==> config.mk <==
export PLATFORM = sky130hd
export DESIGN_NAME = fsk_frame_ctrl
export DESIGN_NICKNAME = d
export VERILOG_FILES = /design/src/rtl/fsk_pkg.sv /design/src/rtl/fsk_bit_timer.sv /design/src/rtl/fsk_frame_ctrl.sv
export SDC_FILE = /design/constraint.sdc
export NUM_CORES = 1
export LEC_CHECK = 0
export BUFFER_PORTS_ARGS = -buffer_cell sky130_fd_sc_hd__buf_2
export CORE_AREA = 8 8 58 65
export DETAILED_ROUTE_END_ITERATION = 12
export DIE_AREA = 0 0 66 73
export PLACE_DENSITY = 0.8
export SETUP_SLACK_MARGIN = 0.4
export SYNTH_ARGS = -nofsm -noshare
export SYNTH_HDL_FRONTEND = slang
export SYNTH_SLANG_ARGS = --single-unit
==> constraint.sdc <==
create_clock -name clk -period 3.9 [get_ports clk]
set_input_delay 0.78 -clock clk [delete_from_list [all_inputs] [get_ports clk]]
set_output_delay 0.78 -clock clk [all_outputs]
set_load 0.01 [all_outputs]
==> src/rtl/fsk_pkg.sv <==
// Shared types and constants for the FSK frame sequencer.
package fsk_pkg;
    typedef enum logic [2:0] {
        IDLE,
        PREAMBLE,
        START,
        DATA,
        PARITY,
        STOP
    } fsk_frame_state_t;

    localparam int unsigned DATA_BITS  = 8;
    localparam logic        IDLE_LEVEL = 1'b1;
endpackage

==> src/rtl/fsk_bit_timer.sv <==
// Clocks-per-bit counter: bit_tick marks the last clock of each transmitted bit.
module fsk_bit_timer #(
    parameter int unsigned BIT_CLKS = 256
) (
    input  logic clk,
    input  logic s_reset_n,
    input  logic clear,
    output logic bit_tick
);
    localparam int unsigned TimerW = $clog2(BIT_CLKS);

    logic [TimerW-1:0] timer_q, timer_d;

    assign bit_tick = (timer_q == TimerW'(BIT_CLKS - 1));

    always_comb begin
        timer_d = timer_q + 1'b1;
        if (clear || bit_tick) begin
            timer_d = '0;
        end
    end

    always_ff @(posedge clk) begin
        if (!s_reset_n) begin
            timer_q <= '0;
        end else begin
            timer_q <= timer_d;
        end
    end
endmodule

==> src/rtl/fsk_frame_ctrl.sv <==
// Serializes accepted bytes into preamble/start/data/parity/stop frames for the FSK modulator.
module fsk_frame_ctrl
    import fsk_pkg::*;
#(
    parameter int unsigned BIT_CLKS      = 256,
    parameter int unsigned PREAMBLE_BITS = 8,
    parameter bit          PARITY_EN     = 1'b1
) (
    input  logic       clk,
    input  logic       s_reset_n,
    input  logic [7:0] data_in,
    input  logic       data_valid,
    output logic       data_ready,
    output logic       mod_bit,
    output logic       busy,
    output logic       frame_done
);
    localparam int unsigned IdxW = 8;

    fsk_frame_state_t  state_q, state_d;
    logic [IdxW-1:0]   bit_idx_q, bit_idx_d;
    logic [7:0]        shreg_q, shreg_d;
    logic              parity_q, parity_d;
    logic              mod_bit_q, mod_bit_d;
    logic              bit_tick;

    // Holding the timer clear while idle makes every frame start on a fresh bit period.
    fsk_bit_timer #(
        .BIT_CLKS (BIT_CLKS)
    ) u_bit_timer (
        .clk       (clk),
        .s_reset_n (s_reset_n),
        .clear     (state_q == IDLE),
        .bit_tick  (bit_tick)
    );

    assign mod_bit = mod_bit_q;
    assign busy    = (state_q != IDLE);

    always_comb begin
        state_d    = state_q;
        bit_idx_d  = bit_idx_q;
        shreg_d    = shreg_q;
        parity_d   = parity_q;
        data_ready = 1'b0;
        frame_done = 1'b0;

        unique case (state_q)
            IDLE: begin
                data_ready = 1'b1;
                if (data_valid) begin
                    shreg_d   = data_in;
                    parity_d  = ^data_in;
                    bit_idx_d = '0;
                    state_d   = (PREAMBLE_BITS > 0) ? PREAMBLE : START;
                end
            end
            PREAMBLE: begin
                if (bit_tick) begin
                    if (bit_idx_q == IdxW'(PREAMBLE_BITS - 1)) begin
                        bit_idx_d = '0;
                        state_d   = START;
                    end else begin
                        bit_idx_d = bit_idx_q + 1'b1;
                    end
                end
            end
            START: begin
                if (bit_tick) begin
                    bit_idx_d = '0;
                    state_d   = DATA;
                end
            end
            DATA: begin
                if (bit_tick) begin
                    shreg_d = {1'b0, shreg_q[7:1]};
                    if (bit_idx_q == IdxW'(DATA_BITS - 1)) begin
                        bit_idx_d = '0;
                        state_d   = PARITY_EN ? PARITY : STOP;
                    end else begin
                        bit_idx_d = bit_idx_q + 1'b1;
                    end
                end
            end
            PARITY: begin
                if (bit_tick) begin
                    state_d = STOP;
                end
            end
            STOP: begin
                if (bit_tick) begin
                    frame_done = 1'b1;
                    data_ready = 1'b1;
                    if (data_valid) begin
                        // Back-to-back bytes within a burst skip the preamble.
                        shreg_d   = data_in;
                        parity_d  = ^data_in;
                        bit_idx_d = '0;
                        state_d   = START;
                    end else begin
                        state_d = IDLE;
                    end
                end
            end
            default: state_d = IDLE;
        endcase

        // Registered output: derive the level the next state will present.
        unique case (state_d)
            PREAMBLE: mod_bit_d = bit_idx_d[0];
            START:    mod_bit_d = 1'b0;
            DATA:     mod_bit_d = shreg_d[0];
            PARITY:   mod_bit_d = parity_d;
            default:  mod_bit_d = IDLE_LEVEL;
        endcase
    end

    always_ff @(posedge clk) begin
        if (!s_reset_n) begin
            state_q   <= IDLE;
            bit_idx_q <= '0;
            shreg_q   <= '0;
            parity_q  <= 1'b0;
            mod_bit_q <= IDLE_LEVEL;
        end else begin
            state_q   <= state_d;
            bit_idx_q <= bit_idx_d;
            shreg_q   <= shreg_d;
            parity_q  <= parity_d;
            mod_bit_q <= mod_bit_d;
        end
    end
endmodule
==> run_results.csv <==
group,metric,value,unit
outcome,status,"complete, no violations",
clocking,holdBufCountCts,0,
timing,worst_pin_slew,628.4,ps
timing,drv_slew,0,
worst_setup_path,worstPathMaxFanout,17,
floorplan,die_area,4818,µm²
drt,firstDrtPassIters,4,
timing,maxSlewHeadroom,58.05,%
floorplan,boundaryPins,15,
synthesis,synth_most_common_cell,"dfxtp_1",
synthesis,yosysSeqAreaShare,36.31,%
synthesis,synth_top_area_share,36.31,%
drt,vias_per_cell,5.983,
worst_setup_path,r2r_start,"u_bit_timer.timer_q[0]",
placement,routabilityCongestion,0.9420,
synthesis,syn-instance-count,191,
synthesis,async_flop_share,0,%
drt,vias,1418,
min_path,min_path_type,"reg -> reg",
timing,rsz0062_at_grt,"no",
placement,dpl_worst_slack,1439,ps
min_path,holdPathEnd,"shreg_q[2]",
synthesis,synth_edf_count,0,
floorplan,start_util,59.17,%
clocking,htree_levels,2,
drt,drc_errors,0,
synthesis,syn_area,1599,µm²
worst_setup_path,cp_slowest_cell,"dfxtp_1",
synthesis,synth_ff_type,"dfxtp_1",
clocking,cts_root_buf,"clkbuf_4",
worst_setup_path,max_stage_delay,730,ps
drt,totalWireLength,3464,µm
synthesis,synthTopCellsByCount,"29 x dfxtp_1, 21 x nor2_1, 18 x nand2_1",
clocking,clk_pin_slew_worst_paths,90,ps
clocking,cts_max_path_buffers,2,
power,leakagePower,0.0006345,µW
timing,setup_viol,0,
synthesis,netlist_top_cells_area,"dfxtp_1 36%, nor2_1 4.9%, xnor2_1 4.4%",
clocking,post_cts_buffers,0,
layout,drive_above_1_share,13.24,%
floorplan,die_h,73,µm
min_path,whs_path_depth,2,
synthesis,ys_types,50,
grt,grt_max_degree,18,
worst_setup_path,cp.required,3120,ps
worst_setup_path,r2r_cells,7,
worst_setup_path,ff2ff_setup_slack,1430,ps
timing,fmax,0.3790,GHz
clocking,tritoncts,"yes",
run,maxCapViolations,0,
grt,grt_pass1_vias,1378,
grt,grt_pass1_wl,5947,µm
grt,antenna_found_initial,0,
power,ir_worst_vdd,0.1973,mV
timing,hold_slack,466.5,ps
worst_setup_path,cp_top_family,"flip-flops",
clocking,clkLatencyLatePin,340,ps
worst_setup_path,critPathArrivalTime,1860,ps
synthesis,synth_nets,204,
worst_setup_path,crit_type,"reg -> out",
floorplan,placementRows,20,
layout,nNetsFinal,216,
synthesis,synth_seq_cells,29,
drt,drtAntennaViolNets,0,
floorplan,die_width,66,µm
layout,diodes,0,
clocking,cts_resized,0,
timing,worst_slack,1261,ps
timing,fin_crit_sh,67.66,%
synthesis,synth_top_cell_by_area,"dfxtp_1",
worst_setup_path,start_kind,"register",
layout,syn_to_final_growth,7.590,%
placement,hpwl,2641,µm
grt,grt_usage,15.26,%
worst_setup_path,r2r_end,"mod_bit",
clocking,cts_sinks,29,
drt,drt-initial-drc-count,113,
floorplan,core_region_area,2703,µm²
timing,finalCriticalPeriod,2639,ps
power,power_density,317.5,nW/µm²
timing,fin_setup_tns,0,ps
timing,skew,22.92,ps
placement,dpl.cell_count,229,
timing,final_hold_viol_count,0,
worst_setup_path,end_kind,"primary output",
drt,wire_per_inst,14.62,µm
placement,portBuffers,14,
synthesis,syn_avg_cell_area,8.372,µm²
min_path,min_from,"shreg_q[2]",
worst_setup_path,worstPathCellList,"nor2b_1, and3_1, nor2_1, inv_1, buf_2",
grt,globalRouteOverflowTotal,0,
clocking,cts-buffers-inserted,5,
layout,final_cell_count_no_fill,237,
synthesis,yosysWarningCount,0,
worst_setup_path,path_buf_inv,2,
==> sequential cells by signal, indices dropped and copies added (netlist names) <==
register / cells
state_q: 3
parity_q: 1
mod_bit: 1
u_bit_timer.timer_q: 8
shreg_q: 8
bit_idx_q: 8
==> layout make-up <==
class / instances / area, µm²
clock buffers: 6 / 41.29
clock inverters: 2 / 10.01
fillers: 245 / 982.2
inverters: 4 / 15.01
multi-input cells: 149 / 962.2
flip-flops and latches: 29 / 580.6
well taps: 33 / 41.29
repair buffers: 14 / 70.07
==> layer usage <==
metal / GRT usage (%) / share of wire, % / vias up / routed length [µm]
met3: 4.916 / 4.0 / 3 / 139
met4: 4.988 / 0.75 / 0 / 26
met2: 25.70 / 49 / 18 / 1697
met1: 17.61 / 46 / 672 / 1601
met5: 0 / 0 / - / 0
li1: - / - / 725 / -
==> report_power, final <==
group	switching [µW]	leakage (µW)	total [µW]	internal, µW
Sequential	6.32	0.000236	311	305
Combinational	34.8	0.000367	63.5	28.7
Clock	103	0.0000320	172	68.5
Total	144	0.000634	546	402
==> worst max-delay path by stage <==
stage | startpoint | to | slack [ps] | cells past startpoint
2_1_floorplan | u_bit_timer.timer_q[0] | data_ready | 1760 | 6
3_3_place_gp | u_bit_timer.timer_q[0] | mod_bit | 1520 | 7
3_5_place_dp | u_bit_timer.timer_q[0] | mod_bit | 1440 | 7
4_1_cts | u_bit_timer.timer_q[0] | data_ready | 1280 | 6
5_1_grt | u_bit_timer.timer_q[0] | data_ready | 1120 | 6
6_report | state_q[2] | data_ready | 1260 | 5
==> worst register-to-register path, stage by stage (launching register included) <==
cell	delay, ps
dfxtp_1	380
ha_1	280
and4_1	350
a31oi_2	140
nor3b_4	510
mux2_2	410
and3b_1	230
o211ai_2	70
==> kinds of logic after synthesis <==
logic type / synth area share [%]
adder cells (fa/ha/maj): 1.565
AO/OA/AOI/OAI: 22.22
XOR/XNOR: 7.668
AND/OR/NAND/NOR: 28.01
multiplexers: 0.7042
flip-flops: 36.31
buffers and inverters: 3.520
==> placed cells by master (no fill, tap or decap), types with 3 or more instances in the layout <==
| cell type | instances |
|---|---|
| nand3_1 | 8 |
| o211ai_1 | 3 |
| and4_1 | 3 |
| or3_1 | 4 |
| xnor2_1 | 8 |
| o21ai_0 | 7 |
| nand2b_1 | 3 |
| and2_1 | 3 |
| a22oi_1 | 7 |
| xor2_1 | 6 |
| nand2_1 | 18 |
| o21a_1 | 3 |
| clkbuf_4 | 5 |
| buf_2 | 14 |
| a21oi_1 | 11 |
| and3_1 | 3 |
| nor3_1 | 7 |
| inv_1 | 4 |
| dfxtp_1 | 29 |
| nor2_1 | 21 |
==> through the flow <==
stage	power [µW]	area, µm²	utilization (%)
finish	546.2	1720	63.66
CTS	550.4	1720	63.66
global route	576.4	1720	63.66
floorplan	362.5	1599	-
global placement	379.0	1669	61.76
detailed placement	382.0	1669	61.76
No activity file was read; power rests on OpenSTA's default activity.
